File: src/rtl/muldiv_pkg.sv
// Shared encodings for the iterative multiply/divide unit: opcodes, FSM states and step modes.
package muldiv_pkg;

  typedef enum logic [2:0] {
    OP_MULT  = 3'b000,
    OP_MULTU = 3'b001,
    OP_DIV   = 3'b010,
    OP_DIVU  = 3'b011,
    OP_MTHI  = 3'b100,
    OP_MTLO  = 3'b101
  } op_e;

  typedef enum logic [1:0] {
    S_IDLE = 2'b00,
    S_RUN  = 2'b01,
    S_FIX  = 2'b10
  } state_e;

  typedef enum logic {
    STEP_MUL = 1'b0,
    STEP_DIV = 1'b1
  } step_mode_e;

endpackage

File: src/rtl/muldiv_step.sv
// One radix-2 iteration: shift-add for multiply, restoring shift-subtract for divide.
// The divide path exists only when MULDIV_DIV_EN is defined.
module muldiv_step
  import muldiv_pkg::*;
#(
  parameter int unsigned DATA_W = 32
) (
  input  logic [DATA_W-1:0] partial,
  input  logic [DATA_W-1:0] operand,
  input  logic [DATA_W-1:0] shreg,
  input  step_mode_e        mode,
  output logic [DATA_W-1:0] partial_nxt,
  output logic [DATA_W-1:0] shreg_nxt
);

  logic [DATA_W:0] sum;

  // Multiply: {partial, shreg} shifts right; the multiplier LSB selects the add.
  assign sum = {1'b0, partial} + (shreg[0] ? {1'b0, operand} : {(DATA_W + 1){1'b0}});

`ifdef MULDIV_DIV_EN
  logic [DATA_W:0] shifted;
  logic [DATA_W:0] diff;
  logic            ge;
  logic            unused_diff_msb;

  // Divide: {partial, shreg} shifts left; the remainder stays below the divisor.
  assign shifted         = {partial, shreg[DATA_W-1]};
  assign ge              = shifted >= {1'b0, operand};
  assign diff            = shifted - {1'b0, operand};
  assign unused_diff_msb = diff[DATA_W];

  always_comb begin
    partial_nxt = sum[DATA_W:1];
    shreg_nxt   = {sum[0], shreg[DATA_W-1:1]};
    if (mode == STEP_DIV) begin
      partial_nxt = ge ? diff[DATA_W-1:0] : shifted[DATA_W-1:0];
      shreg_nxt   = {shreg[DATA_W-2:0], ge};
    end
  end
`else
  logic unused_mode;

  assign unused_mode = mode;
  assign partial_nxt = sum[DATA_W:1];
  assign shreg_nxt   = {sum[0], shreg[DATA_W-1:1]};
`endif

endmodule

File: src/rtl/exec_muldiv_seq.sv
// Multi-cycle mult/multu/div/divu unit owning HI/LO, with mthi/mtlo and a start/busy/done handshake.
// Define MULDIV_DIV_EN to build the divider; without it DIV/DIVU are ignored and div_zero stays 0.
module exec_muldiv_seq
  import muldiv_pkg::*;
#(
  parameter int unsigned DATA_W = 32
) (
  input  logic              clock,
  input  logic              reset,
  input  logic              start,
  input  logic [2:0]        op,
  input  logic [DATA_W-1:0] a_in,
  input  logic [DATA_W-1:0] b_in,
  input  logic              flush,
  output logic              busy,
  output logic              done,
  output logic [DATA_W-1:0] hi,
  output logic [DATA_W-1:0] lo,
  output logic              div_zero
);

  localparam int unsigned CNT_W = $clog2(DATA_W + 1);

  state_e              state_q;
  step_mode_e          mode_q;
  logic [CNT_W-1:0]    cnt_q;
  logic [DATA_W-1:0]   opnd_q, partial_q, shreg_q, hi_q, lo_q;
  logic                neg_lo_q, done_q, div_zero_q;
  logic [DATA_W-1:0]   step_partial, step_shreg;
  logic                signed_op, a_neg, b_neg;
  logic [DATA_W-1:0]   a_mag, b_mag;
  logic [2*DATA_W-1:0] prod, prod_fix;

  always_comb begin
    signed_op = (op == OP_MULT) || (op == OP_DIV);
    a_neg     = signed_op && a_in[DATA_W-1];
    b_neg     = signed_op && b_in[DATA_W-1];
    a_mag     = a_neg ? -a_in : a_in;
    b_mag     = b_neg ? -b_in : b_in;
    prod      = {partial_q, shreg_q};
    prod_fix  = neg_lo_q ? -prod : prod;
  end

`ifdef MULDIV_DIV_EN
  logic                neg_hi_q;
  logic [DATA_W-1:0]   quo_fix, rem_fix;

  // Quotient takes the XOR of signs, remainder takes the dividend's sign.
  assign quo_fix = neg_lo_q ? -shreg_q : shreg_q;
  assign rem_fix = neg_hi_q ? -partial_q : partial_q;
`endif

  muldiv_step #(
    .DATA_W(DATA_W)
  ) u_step (
    .partial    (partial_q),
    .operand    (opnd_q),
    .shreg      (shreg_q),
    .mode       (mode_q),
    .partial_nxt(step_partial),
    .shreg_nxt  (step_shreg)
  );

  always_ff @(posedge clock or posedge reset) begin
    if (reset) begin
      state_q    <= S_IDLE;
      mode_q     <= STEP_MUL;
      cnt_q      <= '0;
      opnd_q     <= '0;
      partial_q  <= '0;
      shreg_q    <= '0;
      hi_q       <= '0;
      lo_q       <= '0;
      neg_lo_q   <= 1'b0;
      done_q     <= 1'b0;
      div_zero_q <= 1'b0;
`ifdef MULDIV_DIV_EN
      neg_hi_q   <= 1'b0;
`endif
    end else begin
      done_q <= 1'b0;
      case (state_q)
        S_IDLE: begin
          if (start && !flush) begin
            case (op)
              OP_MULT, OP_MULTU: begin
                state_q    <= S_RUN;
                mode_q     <= STEP_MUL;
                opnd_q     <= a_mag;
                shreg_q    <= b_mag;
                partial_q  <= '0;
                neg_lo_q   <= a_neg ^ b_neg;
                cnt_q      <= CNT_W'(DATA_W);
                div_zero_q <= 1'b0;
              end
`ifdef MULDIV_DIV_EN
              OP_DIV, OP_DIVU: begin
                div_zero_q <= (b_in == '0);
                if (b_in == '0) begin
                  hi_q   <= a_in;
                  lo_q   <= '1;
                  done_q <= 1'b1;
                end else begin
                  state_q   <= S_RUN;
                  mode_q    <= STEP_DIV;
                  opnd_q    <= b_mag;
                  shreg_q   <= a_mag;
                  partial_q <= '0;
                  neg_lo_q  <= a_neg ^ b_neg;
                  neg_hi_q  <= a_neg;
                  cnt_q     <= CNT_W'(DATA_W);
                end
              end
`endif
              OP_MTHI: begin
                hi_q       <= a_in;
                done_q     <= 1'b1;
                div_zero_q <= 1'b0;
              end
              OP_MTLO: begin
                lo_q       <= a_in;
                done_q     <= 1'b1;
                div_zero_q <= 1'b0;
              end
              default: ;
            endcase
          end
        end
        S_RUN: begin
          if (flush) begin
            state_q <= S_IDLE;
          end else begin
            partial_q <= step_partial;
            shreg_q   <= step_shreg;
            cnt_q     <= cnt_q - CNT_W'(1);
            if (cnt_q == CNT_W'(1)) state_q <= S_FIX;
          end
        end
        S_FIX: begin
          state_q <= S_IDLE;
          if (!flush) begin
            done_q <= 1'b1;
`ifdef MULDIV_DIV_EN
            if (mode_q == STEP_DIV) begin
              hi_q <= rem_fix;
              lo_q <= quo_fix;
            end else
`endif
            begin
              {hi_q, lo_q} <= prod_fix;
            end
          end
        end
        default: state_q <= S_IDLE;
      endcase
    end
  end

  assign busy     = (state_q != S_IDLE);
  assign done     = done_q;
  assign hi       = hi_q;
  assign lo       = lo_q;
  assign div_zero = div_zero_q;

endmodule

File: config.mk
export PLATFORM = sky130hd
export DESIGN_NAME = exec_muldiv_seq
export DESIGN_NICKNAME = d
export VERILOG_FILES = /design/src/rtl/muldiv_pkg.sv /design/src/rtl/muldiv_step.sv /design/src/rtl/exec_muldiv_seq.sv
export SDC_FILE = /design/constraint.sdc
export NUM_CORES = 1
export LEC_CHECK = 0
export CORE_ASPECT_RATIO = 0.75
export CORE_UTILIZATION = 30
export CTS_CLUSTER_DIAMETER = 40
export DETAILED_ROUTE_END_ITERATION = 6
export MAX_ROUTING_LAYER = met4
export PLACE_DENSITY_LB_ADDON = 0.08
export SYNTH_ARGS = -nofsm -noshare
export SYNTH_HDL_FRONTEND = slang
export SYNTH_SLANG_ARGS = --single-unit
File: constraint.sdc
create_clock -name clock -period 9.9 [get_ports clock]
set_input_delay 1.485 -clock clock [delete_from_list [all_inputs] [get_ports clock]]
set_output_delay 1.485 -clock clock [all_outputs]
set_load 0.01 [all_outputs]
==> key figures <==
Floorplanning
  • Row cnt: 61
  • Starting Density: 30.8%
  • Total I/O pin count: 138
  • Core area: 0.0375 mm^2
  • Die Height: 172 um
  • Die X: about 230 um
  • Die area: roughly 0.039 mm^2

Power
  • Leakage: between 5 and 6 nW
  • Pwr Total: 2.85 mW
  • Power per cell area: just over 200 mW/mm^2
  • Peak supply drop: 76.4 uV

CTS
  • Gates resized, CTS repair: 0
  • Hold buffers post-CTS: 0
  • Clock root buffer: clkbuf_16
  • CTS max path bufs: 2
  • CTS Buf Count: 17
  • H-tree depth: 4
  • Clock transition at path regs: 80 ps
  • CTS tree: yes
  • CTS sink cnt: 170
  • Clk_lat worst skew: 460 ps
  • Postcts setup bufs: 0

Synthesis
  • Synth warn: 0
  • Cell variety after synth: 73
  • Most used DFF post-synth: dfrtp_1
  • Syn nets: 1537
  • Seq/Total Area, Yosys: 36.9%
  • Post-synth top area cell: dfrtp_1
  • Synth Area per Inst: between 8 and 9 um^2
  • Top cell type's share of synthesized area: a little under two fifths
  • Mapped Area: 0.0115 mm^2
  • Ys async rst share: between 90% and 100%
  • Ranking of synthesized cells by area: dfrtp_1 (37%), xnor2_1 (7.4%), o21ai_0 (6.9%)
  • Mapped Cells: 1428
  • FF+latch count, synth: between 150 and 200
  • EDFF count, synth: 0

Worst hold path
  • Min-delay worst type: reg2reg

Cells and area
  • Area of the multi-input gates: between 0.006 and 0.007 mm^2
  • Finished Layout Cells: slightly above 2000
  • Share of cells above drive strength 1: 4.95%
  • Layout Area Growth over Synthesis: 21.1%
  • Fin nets: ~1600
  • Storage cell area: 0.00426 mm^2
  • Fillers: between 3000 and 4000

GRT
  • Initial antenna violation count: 2
  • Largest net degree at the start of global routing: 84
  • Total grt overflow: 0
  • Global-route wire length before repair: 67.8 mm
  • Gr usage total: around a quarter
  • Number of global-route vias before repair: about 10000

Drt
  • Iter 0 DRT Violations: roughly 1000
  • Final wirelength: roughly 45 mm
  • Antenna-violating nets left: 0
  • Avg Vias per Cell: about 5.3
  • Drt drc: 4
  • Drt wl/cell: between 20 and 25 um
  • Vias: 10915
  • Drt first pass iters: 7

STA
  • Tightest Pin Transition: a little over 1000 ps
  • Tmin final: 4780 ps
  • Clock skew: around 15 ps
  • WHS: 475 ps
  • Final period utilization: slightly below 50%
  • Final setup violation count: 0
  • Unrepaired setup endpoints after global routing: false
  • Slew Limit Fails: 0
  • Max transition margin: between 30% and 40%
  • Final hold vios: 0
  • Fin Setup TNS: 0 ps
  • Setup WS post-layout: between 5000 and 6000 ps
  • Fmax: about 0.21 GHz

Worst setup path
  • Critical path class: in2reg
  • Reg2reg setup slack: just under 6000 ps
  • Crit-path cells: clkdlybuf4s50_1 > nor4_1 > nand2_1 > nor3_1 > nand2_1 > or4_1 > nor2_1 > a21oi_1 > xnor2_1 > o21ai_0
  • CP Launch Type: input port
  • Worst-path fanout max: 4
  • CP dominant cell by count: nand2_1
  • Critical Path AT: 5080 ps
  • Slowest CP cell: nor3_1
  • Critical path's largest stage delay: approximately 860 ps
  • Critical Path Sink Type: flop
  • CP required: between 10000 and 15000 ps

Status
  • Failing checks: design-rule violations
  • Status: finished with violations

Placement
  • Placed cells: between 2000 and 2500
  • Routability congestion estimate: slightly above 0.9
  • DPL Wire Length: roughly 35 mm
  • Pre-CTS WS: roughly 4800 ps
  • Number of port buffers: approximately 140

Flow run
  • Maxcap violations: 0
## final cells by class
type,count,area share (%)
antenna,3,0.0537
clock buffer,18,3.07
clock inverter,14,0.922
inverter,28,0.788
multi-input combinational,1155,49.6
sequential,170,30.5
tap,504,4.51
timing repair buffer,151,10.5
## stage by stage
stage / cell area [um^2] / util [%]
after CTS: 14000 / 37.3
after global placement: 13400 / 35.8
final: 14000 / 37.3
after global routing: 14000 / 37.3
after floorplan: 11500 / -
after detailed placement: 13400 / 35.8
## cells in the final DEF, fill, tap and decap left out, types with 14 or more instances in the layout
master           Yosys  routed
dfrtp_1            170     169
inv_1               28      27
nand3_1             32      31
nor3_1              30      30
and2_1              38      38
a21oi_1            113     113
nor4_1              14      14
o31ai_1             59      59
xnor2_1             97      97
buf_4                2      15
xor2_1              45      45
ha_1                37      37
nand2_1            202     202
nor2_1             155     154
o21ai_0            158     157
clkdlybuf4s50_1      0     136
clkbuf_16            0      17
## path summary, 6_finish.rpt
kind	from	endpoint	cells after the start
max in group asynchronous	reset	opnd_q[8]$_DFFE_PP0P_	3
min reg2reg	opnd_q[5]$_DFFE_PP0P_	opnd_q[5]$_DFFE_PP0P_	2
min	opnd_q[5]$_DFFE_PP0P_	opnd_q[5]$_DFFE_PP0P_	2
max	a_in[5]	opnd_q[26]$_DFFE_PP0P_	10
max reg2reg	shreg_q[0]$_DFFE_PP0P_	partial_q[25]$_DFFE_PP0P_	13
min in group asynchronous	reset	lo[11]$_DFFE_PP0P_	2
## per-layer routing
layer  vias to the layer above  track usage, %  share of wire [%]
li1                       5236               -                  -
met1                      5306            37.4                 53
met2                       347            30.7                 38
met3                        26            5.46                7.7
met4                         0            4.70               0.97
met5                         -               -                  0
## cell usage after synthesis, types with 4 or more instances
cell	n
clkbuf_1	61
a21oi_1	113
dfrtp_1	170
o21ai_0	158
or2_2	4
ha_1	37
xnor2_1	97
a31oi_1	6
nand3b_1	6
nand3_1	32
xor2_1	45
inv_1	28
nor4_1	14
and2_1	38
a21o_1	12
and3_1	13
or3_1	13
nor2b_1	9
nand2_1	202
nor3_1	30
o31ai_1	59
nor2_1	155
o21a_1	6
o41ai_1	10
buf_1	10
or4_1	11
a211oi_1	8
a221oi_1	6
nand2b_1	9
## cells by family after synthesis
family          count (synthesis)  synth area share, %
buf+inv                       103                 3.49
flops                         170                 36.9
other cells                     1               0.0325
fa+ha+maj                      38                 4.18
xor+xnor                      142                 10.8
compound gates                415                 21.6
simple gates                  558                 22.9
mux                             1               0.0867
## power by group
group          switching, mW  total, mW  leakage [nW]  internal, mW
combinational          0.594       1.07          3.35         0.472
sequential             0.251       1.12          2.17         0.869
clock                  0.335      0.668         0.275         0.332
total                   1.18       2.85          5.79          1.67
## sequential cells by signal, indices dropped and copies added, names as in the netlist
| register | flops |
|---|---|
| cnt_q | 6 |
| hi | 32 |
| neg_lo_q | 1 |
| done | 1 |
| lo | 32 |
| state_q | 2 |
| shreg_q | 32 |
| partial_q | 32 |
| opnd_q | 32 |
## critical path, delay by kind of cell
kind,cells,cell delay (ps)
AND/OR/NAND/NOR,6,2540
XOR/XNOR,1,210
buffers and inverters,1,640
AO/OA/AOI/OAI,2,210
(Power assumes the default switching activity.)
